## src/rtl/mem_pkg.sv

```systemverilog
// Shared widths, register-bank aliases, FSM encoding and request format
// for the memory access controller.
package mem_pkg;

    localparam int ADDR_W = 6;
    localparam int DATA_W = 16;

    localparam logic [ADDR_W-1:0] REG_A = 6'd63;
    localparam logic [ADDR_W-1:0] REG_B = 6'd62;
    localparam logic [ADDR_W-1:0] REG_C = 6'd61;
    localparam logic [ADDR_W-1:0] REG_D = 6'd60;

    typedef enum logic [1:0] {
        IDLE   = 2'd0,
        ACCESS = 2'd1,
        RESP   = 2'd2
    } state_t;

    typedef struct packed {
        logic              we;
        logic [ADDR_W-1:0] addr;
        logic [DATA_W-1:0] wdata;
    } req_t;

endpackage

```

## src/rtl/mem_ctrl_req_fifo.sv

```systemverilog
// Small request queue: DEPTH entries of {we, addr, wdata}, synchronous
// push/pop, head visible combinationally for the controller to latch.
module req_fifo
    import mem_pkg::*;
#(
    parameter int DEPTH = 2
) (
    input  logic clk,
    input  logic reset,
    input  logic push,
    input  req_t push_data,
    input  logic pop,
    output req_t head,
    output logic full,
    output logic empty
);

    localparam int PTR_W = $clog2(DEPTH);
    localparam int CNT_W = PTR_W + 1;

    logic [PTR_W-1:0] wr_ptr_reg;
    logic [PTR_W-1:0] rd_ptr_reg;
    logic [CNT_W-1:0] count_reg;
    req_t             entry_q [DEPTH];
    logic             do_push;
    logic             do_pop;

    // Flags come straight from the registered count so req_ready has no
    // combinational path from the pop side.
    assign full    = (count_reg == CNT_W'(DEPTH));
    assign empty   = (count_reg == '0);
    assign do_push = push && !full;
    assign do_pop  = pop && !empty;
    assign head    = entry_q[rd_ptr_reg];

    generate
        for (genvar gi = 0; gi < DEPTH; gi++) begin : g_entry
            req_t entry_reg;

            always_ff @(posedge clk or posedge reset) begin
                if (reset) begin
                    entry_reg <= '0;
                end else if (do_push && (wr_ptr_reg == PTR_W'(gi))) begin
                    entry_reg <= push_data;
                end
            end

            assign entry_q[gi] = entry_reg;
        end
    endgenerate

    always_ff @(posedge clk or posedge reset) begin
        if (reset) begin
            wr_ptr_reg <= '0;
            rd_ptr_reg <= '0;
            count_reg  <= '0;
        end else begin
            if (do_push) begin
                wr_ptr_reg <= wr_ptr_reg + PTR_W'(1);
            end
            if (do_pop) begin
                rd_ptr_reg <= rd_ptr_reg + PTR_W'(1);
            end
            case ({do_push, do_pop})
                2'b10:   count_reg <= count_reg + CNT_W'(1);
                2'b01:   count_reg <= count_reg - CNT_W'(1);
                default: count_reg <= count_reg;
            endcase
        end
    end

endmodule

```

## src/rtl/mem_ctrl.sv

```systemverilog
// Load/store sequencer in front of the 64x16 RAM: queues core requests,
// drives the RAM pins for one cycle per access and holds load responses.
module mem_ctrl
    import mem_pkg::*;
#(
    parameter int DEPTH = 2
) (
    input  logic              clk,
    input  logic              reset,
    input  logic              req_valid,
    output logic              req_ready,
    input  logic              req_we,
    input  logic [ADDR_W-1:0] req_addr,
    input  logic [DATA_W-1:0] req_wdata,
    output logic              rsp_valid,
    input  logic              rsp_ready,
    output logic [DATA_W-1:0] rsp_data,
    output logic              wr_done,
    output logic              busy,
    output logic              ram_write,
    output logic              ram_read,
    output logic [ADDR_W-1:0] ram_addr,
    output logic [DATA_W-1:0] ram_wdata,
    input  logic [DATA_W-1:0] ram_rdata
);

    state_t            state_reg;
    logic              cmd_we_reg;
    logic [ADDR_W-1:0] ram_addr_reg;
    logic [DATA_W-1:0] ram_wdata_reg;
    logic              ram_write_reg;
    logic              ram_read_reg;
    logic              rsp_valid_reg;
    logic [DATA_W-1:0] rsp_data_reg;
    logic              wr_done_reg;

    req_t push_req;
    req_t head_req;
    logic fifo_full;
    logic fifo_empty;
    logic fifo_pop;

    assign push_req = '{we: req_we, addr: req_addr, wdata: req_wdata};
    assign fifo_pop = (state_reg == IDLE) && !fifo_empty;

    req_fifo #(
        .DEPTH(DEPTH)
    ) u_req_fifo (
        .clk      (clk),
        .reset    (reset),
        .push     (req_valid),
        .push_data(push_req),
        .pop      (fifo_pop),
        .head     (head_req),
        .full     (fifo_full),
        .empty    (fifo_empty)
    );

    // RAM strobes are set on the pop edge so they are high for exactly the
    // ACCESS cycle; addr/wdata are left holding afterwards.
    always_ff @(posedge clk or posedge reset) begin
        if (reset) begin
            state_reg     <= IDLE;
            cmd_we_reg    <= 1'b0;
            ram_addr_reg  <= '0;
            ram_wdata_reg <= '0;
            ram_write_reg <= 1'b0;
            ram_read_reg  <= 1'b0;
            rsp_valid_reg <= 1'b0;
            rsp_data_reg  <= '0;
            wr_done_reg   <= 1'b0;
        end else begin
            wr_done_reg <= 1'b0;
            case (state_reg)
                IDLE: begin
                    if (!fifo_empty) begin
                        cmd_we_reg    <= head_req.we;
                        ram_addr_reg  <= head_req.addr;
                        ram_wdata_reg <= head_req.wdata;
                        ram_write_reg <= head_req.we;
                        ram_read_reg  <= !head_req.we;
                        state_reg     <= ACCESS;
                    end
                end
                ACCESS: begin
                    ram_write_reg <= 1'b0;
                    ram_read_reg  <= 1'b0;
                    if (cmd_we_reg) begin
                        wr_done_reg <= 1'b1;
                        state_reg   <= IDLE;
                    end else begin
                        rsp_data_reg  <= ram_rdata;
                        rsp_valid_reg <= 1'b1;
                        state_reg     <= RESP;
                    end
                end
                RESP: begin
                    if (rsp_ready) begin
                        rsp_valid_reg <= 1'b0;
                        state_reg     <= IDLE;
                    end
                end
                default: begin
                    state_reg <= IDLE;
                end
            endcase
        end
    end

    assign req_ready = !fifo_full;
    assign busy      = !fifo_empty || (state_reg != IDLE);
    assign rsp_valid = rsp_valid_reg;
    assign rsp_data  = rsp_data_reg;
    assign wr_done   = wr_done_reg;
    assign ram_write = ram_write_reg;
    assign ram_read  = ram_read_reg;
    assign ram_addr  = ram_addr_reg;
    assign ram_wdata = ram_wdata_reg;

endmodule
```

## config.mk

```make
export PLATFORM = sky130hd
export DESIGN_NAME = mem_ctrl
export DESIGN_NICKNAME = d
export VERILOG_FILES = /design/src/rtl/mem_pkg.sv /design/src/rtl/mem_ctrl_req_fifo.sv /design/src/rtl/mem_ctrl.sv
export SDC_FILE = /design/constraint.sdc
export NUM_CORES = 1
export LEC_CHECK = 0
export CORE_AREA = 2 2 97 99
export CTS_CLUSTER_DIAMETER = 60
export DETAILED_ROUTE_END_ITERATION = 7
export DIE_AREA = 0 0 99 101
export HOLD_SLACK_MARGIN = 0.02
export PLACE_DENSITY = 0.68
export REMOVE_ABC_BUFFERS = 1
export SLEW_MARGIN = 25
export SYNTH_ARGS = -nofsm -noshare
export SYNTH_HDL_FRONTEND = slang
export SYNTH_SLANG_ARGS = --single-unit
```

## constraint.sdc

```tcl
create_clock -name clk -period 4.42 [get_ports clk]
set_input_delay 0.884 -clock clk [delete_from_list [all_inputs] [get_ports clk]]
set_output_delay 0.884 -clock clk [all_outputs]
set_load 0.01 [all_outputs]
```

==> out/qor.yml, run 1 <==
ant_nets: 0
ys_seq_elements: 95
syn_avg_cell_area_um2: 14.3
drc: 0
area_growth_pct: 27.5
pin_count: 87
initial_utilization: 0.441
cts_buffers: 9
gp_congestion: 0.722
fp.coreArea_um2: 8980
p_per_area_nw_per_um2: 770
first_pass_iters: 4
synth_edf_count: 0
cts_hold_buf: 0
clkLatencyLatePin_ns: 0.34
die_w_um: 99
worst_r2r_path_depth: 3
fmax_ghz: 0.366
cts-root-buf: "clkbuf_8"
final-seq-area_um2: 2380
yosys_warnings: 0
crit_required_ns: 3.54
worstPathMaxFanout: 24
fin_nets: 404
leakagePower_nw: 2.17
synthMuxAreaShare: 0.253
grt_pass1_vias: 2570
top_usage_layer: "met2"
grt_pass1_wl_um: 13100
dp_hpwl_um: 5110
ys.flop_type: "dfrtp_1"
vias: 2431
first_iter_violations: 115
ys_types: 30
syn_inst: 276
synthAdderAreaFrac: 0.00316
hold_path.class: "register to register"
ys_seq_area_frac: 0.601
grt_use_met2: 0.267
place_area_um2: 4880
die-area_um2: 10000
largest_reg_flops: 46
fin_setup_tns_ns: 0
portBuffers: 86
synth_top_area_share: 0.601
total_power_mw: 3.89
rows: 35
synth_compound_area_frac: 0.0661
wl_per_cell_um: 16.6
grt.met3_usage: 0.0395
yosysTopAreaCell: "dfrtp_1"
synthXorXnorAreaFrac: 0.0111
stdcell_area_um2: 5050
period_share: 0.618
htree_levels: 3
clk_path_buf_depth: 2
syn-cell-area_um2: 3960
vdd_ir_drop_max_uv: 324
cts_resized: 0
rsz0062_at_grt: "no"
cts_tree: "done"
finalCriticalPeriod_ns: 2.73
setup_viol: 0
worst_pin_slew_ns: 0.790
holdWs_ns: 0.510
antenna_cells: 0
final_max_slew_viol_count: 0
dieHeight_um: 101
async_reset_ff_frac: 1.00
fillCellCount: 744
path_class: "register to output port"
globalRouteTotalUtil: 0.167
relSlewSlack: 0.473
cts.sinks: 95
clk_pin_slew_ns: 0.09
status: "finished, final reports clean"
finalClockSkew_ns: 0.00658
crit_path_start_kind: "register"
ys_top_cells_by_area: "dfrtp_1 (60%), mux2_2 (12%), mux2_4 (7.6%)"
fin_ws_ns: 1.69
arrival_ns: 1.85
whs_path_depth: 1
multi_input_area_um2: 1460
use_met1: 0.229
via_per_inst: 5.12
wl_um: 7880
gr-total-overflow: 0
final-hold-violation-count: 0
synthSimpleGateAreaFrac: 0.0341
grt_max_degree: 38
synth_top_family_by_area: "multiplexers"
max_cap_viol_count: 0
drive_gt1_frac: 0.242
crit_path_end_kind: "output port"
dp_slack_ns: 1.72
antenna_found_initial: 0
cts_setup_buffers: 0
## critical path: stages (launching register included)
cell and delay [ns]:
dfrtp_1 0.50, nor2_2 0.12, buf_4 0.31, nand2_1 0.09, clkdlybuf4s50_1 0.49
## path summary, 6_finish.rpt
check	startpoint	end	slack, ns
min in group asynchronous	reset	u_req_fifo.entry_q[3]	0.91
worst max register to register	u_req_fifo.count_reg[0]	u_req_fifo.entry_q[35]	2.55
worst max-delay path	state_reg[1]	busy	1.69
worst min register to register	u_req_fifo.wr_ptr_reg	u_req_fifo.wr_ptr_reg	0.51
worst min-delay path	u_req_fifo.wr_ptr_reg	u_req_fifo.wr_ptr_reg	0.51
max in group asynchronous	reset	ram_wdata[12]	2.73
## report_power, final
| part | leakage [nW] | switching, mW | internal [mW] | total, mW |
|---|---|---|---|---|
| clock network | 0.0785 | 0.283 | 0.217 | 0.500 |
| logic | 0.978 | 0.770 | 1.03 | 1.80 |
| registers | 1.11 | 0.262 | 1.32 | 1.59 |
## metrics by stage
stage / std cells / utilization
2_1_floorplan: 258 / -
3_5_place_dp: 460 / 0.544
3_3_place_gp: 460 / 0.544
5_1_grt: 475 / 0.562
4_1_cts: 475 / 0.562
6_report: 475 / 0.562
## layer usage
| layer | vias up | wire, um |
|---|---|---|
| met5 | - | 0 |
| met4 | 0 | 57 |
| met3 | 8 | 469 |
| met2 | 77 | 3680 |
| met1 | 1209 | 3680 |
| li1 | 1137 | - |
## kinds of logic (layout without fill, tap and decap cells)
kind of cell / count (synthesis) / in the layout
AOI/OAI and AO/OA: 50 / 50
xor gates and xnor gates: 5 / 5
adders and majority gates: 1 / 1
buffers and inverters: 19 / 107
DFF: 95 / 95
muxes: 85 / 85
and+or+nand+nor: 21 / 21
## layout make-up
class                   instances  area share
clock buffers                  12      0.0288
clock inverters                 3     0.00397
inverters                       1     0.00124
multi-input cells             162       0.289
flip-flops and latches         95       0.471
well taps                     111      0.0275
repair buffers                 91       0.178
## layout by cell type, fill, tap and decap left out, types with 2 or more instances in the layout
cell             Yosys  layout
a21oi_1             46      46
xnor2_1              3       3
clkinvlp_4           0       2
nand2b_1             2       2
mux2_2              42      42
clkbuf_8             0      10
mux2i_1             23      23
clkdlybuf4s50_1      0      86
nand2_1              3       3
clkbuf_1             1       2
mux2_4              20      20
nor2_1               6       5
xor2_1               2       2
buf_4                0       5
dfrtp_1             95      95
## Yosys cell counts (2+ instances only)
cell       n
a21oi_1   46
buf_2     13
buf_6      2
buf_8      2
dfrtp_1   95
mux2_2    42
mux2_4    20
mux2i_1   23
nand2_1    3
nand2b_1   2
nor2_1     6
xnor2_1    3
xor2_1     2
(Power assumes the default switching activity.)
==> inputs of run 2 (changes only) <==
--- a/config.mk
+++ b/config.mk
@@ -10,7 +10,7 @@
 export DETAILED_ROUTE_END_ITERATION = 7
 export DIE_AREA = 0 0 99 101
 export HOLD_SLACK_MARGIN = 0.02
-export PLACE_DENSITY = 0.68
+export PLACE_DENSITY = 0.71
 export REMOVE_ABC_BUFFERS = 1
 export SLEW_MARGIN = 25
 export SYNTH_ARGS = -nofsm -noshare
==> constraint.sdc (replaced) <==
create_clock -name clk -period 2.2 [get_ports clk]
set_input_delay 0.44 -clock clk [delete_from_list [all_inputs] [get_ports clk]]
set_output_delay 0.44 -clock clk [all_outputs]
set_load 0.01 [all_outputs]
==> run 2 against run 1 <==
Critical path type unchanged. Global-route usage rose by 0.28 points. Power rose by 110%. Largest power group unchanged. Wire length rose by 0.32%. Largest cell class unchanged. Sequential share of layout area fell by 1.3 points. Cell count rose by 1.1%. First-iteration DRC count fell by 21%. Flip-flop and latch count did not move. Clock skew fell by 0.00057 ns.
==> out/qor.yml, run 2 (synthesis results as in run 1) <==
rsz0062_at_grt: "no"
crit_chain: "nor2_2 > nand2_1 > clkdlybuf4s50_1"
cts_hold_buf: 0
crit_path_start_kind: "register"
arrival_ns: 1.64
area_growth_pct: 31.0
leakagePower_nw: 2.23
fin_ws_ns: 0.124
clkLatencyLatePin_ns: 0.36
die_w_um: 99
cp_slowest_cell: "clkdlybuf4s50_1"
status: "finished, final reports clean"
vias: 2473
drive_gt1_frac: 0.260
final-hold-violation-count: 0
gp_congestion: 0.742
grt_pass1_vias: 2543
critPathTopFamily: "buffers and inverters"
max_cap_viol_count: 0
relSlewSlack: 0.645
htree_levels: 3
dieHeight_um: 101
worst_r2r_path_depth: 3
rows: 35
antenna_found_initial: 0
setup_viol: 0
dp_hpwl_um: 5170
fmax_ghz: 0.482
worstReg2RegStart: "state_reg[1]"
initial_utilization: 0.441
reg2reg_slack_ns: 0.53
finalCriticalPeriod_ns: 2.08
fp.coreArea_um2: 8980
first_iter_violations: 91
cts_tree: "done"
drc: 0
cts-root-buf: "clkbuf_8"
clk_path_buf_depth: 2
via_per_inst: 5.15
cts_buffers: 9
worst_pin_slew_ns: 0.532
globalRouteTotalUtil: 0.169
wl_per_cell_um: 16.5
fin_nets: 408
cts.sinks: 95
path_class: "register to output port"
rr_endpoint: "rsp_data[6]"
grt_max_degree: 37
hold_path.class: "primary input to async pin"
ant_nets: 0
final_common_cell: "dfrtp_1"
cpPeakStageDelay_ns: 0.48
largest_reg_flops: 46
crit_buf_inv: 1
layout_common_cells: "dfrtp_1 (95), clkdlybuf4s50_1 (86), a21oi_1 (46), mux2_2 (42), mux2i_1 (23)"
first_pass_iters: 8
pin_count: 87
clk_pin_slew_ns: 0.09
wl_um: 7910
period_share: 0.944
worstPathMaxFanout: 4
holdWs_ns: 0.460
finalClockSkew_ns: 0.00602
dp_slack_ns: 0.288
crit_required_ns: 1.76
p_per_area_nw_per_um2: 1570
final_max_slew_viol_count: 0
total_power_mw: 8.14
antenna_cells: 0
grt_pass1_wl_um: 13100
portBuffers: 86
gr-total-overflow: 0
die-area_um2: 10000
vdd_ir_drop_max_uv: 607
crit_path_end_kind: "output port"
==> run 2: cell types whose count changed in the layout (fill, tap and decap cells not counted), sizes merged <==
| cell | before | now |
|---|---|---|
| buf | 5 | 9 |
| clkinv | 1 | 3 |
| bufinv | 0 | 2 |
| clkbuf | 12 | 9 |
==> run 2: routing by layer <==
| metal | wire length [um] | share of wire | global-route usage | vias to the layer above |
|---|---|---|---|---|
| met3 | 443 | 0.056 | 0.0298 | 11 |
| met4 | 122 | 0.015 | 0.0695 | 0 |
| met5 | 0 | 0 | 0 | - |
| met2 | 3540 | 0.45 | 0.245 | 78 |
| li1 | - | - | - | 1152 |
| met1 | 3800 | 0.48 | 0.254 | 1232 |
==> run 2: through the flow <==
step / util / std cells / cell area, um2 / setup TNS (ns)
floorplan: - / 258 / 3840 / -68.12
global placement: 0.553 / 464 / 4960 / 0
detailed placement: 0.553 / 464 / 4960 / 0
CTS: 0.577 / 480 / 5180 / 0
global route: 0.578 / 480 / 5180 / 0
finish: 0.578 / 480 / 5180 / 0
==> run 2: final cells by class <==
type                            instances  area (um2)
Clock inverter                          7        97.6
Clock buffer                            9         124
Timing Repair Buffer                   95         978
Tap cell                              111         139
Inverter                                1        6.26
Multi-Input combinational cell        162        1460
Sequential cell                        95        2380
Fill cell                             734        3790
==> run 2: what timing repair did <==
item | 4_1_cts | 5_1_grt
buffers inserted | 0 | 0
hold endpoints to repair | 0 | 0
setup endpoints to repair | 0 | 1
resized for setup | 0 | 1
==> run 2: worst max-delay path by stage <==
stage	start	slack, ns	cells after the start	end
finish	u_req_fifo.count_reg[1]	0.12	3	busy
global placement	req_valid	0.33	4	u_req_fifo.entry_q[35]
floorplan	reset	-0.72	1	cmd_we_reg
global route	u_req_fifo.count_reg[1]	0.07	3	busy
detailed placement	req_valid	0.29	4	u_req_fifo.entry_q[35]
CTS	u_req_fifo.count_reg[1]	0.01	3	busy
==> run 2: worst register-to-register path: stages, from the launching register on <==
cell and delay, ns:
dfrtp_1 0.50, nand2b_1 0.27, nor2_4 0.39, mux2_2 0.39
==> run 2: where the power goes <==
part	leakage [nW]	internal (mW)	total [mW]	switching (mW)
Sequential	1.11	2.66	3.22	0.562
Combinational	1.02	2.14	3.66	1.52
Clock	0.105	0.642	1.26	0.617
==> inputs of run 3 (changes only) <==
--- a/config.mk
+++ b/config.mk
@@ -5,6 +5,7 @@
 export SDC_FILE = /design/constraint.sdc
 export NUM_CORES = 1
 export LEC_CHECK = 0
+export ABC_CLOCK_PERIOD_IN_PS = 2200
 export CORE_AREA = 2 2 97 99
 export CTS_CLUSTER_DIAMETER = 60
 export DETAILED_ROUTE_END_ITERATION = 7
==> results of run 3 <==
No change in the layout: final DEF, timing and power equal those of run 2.
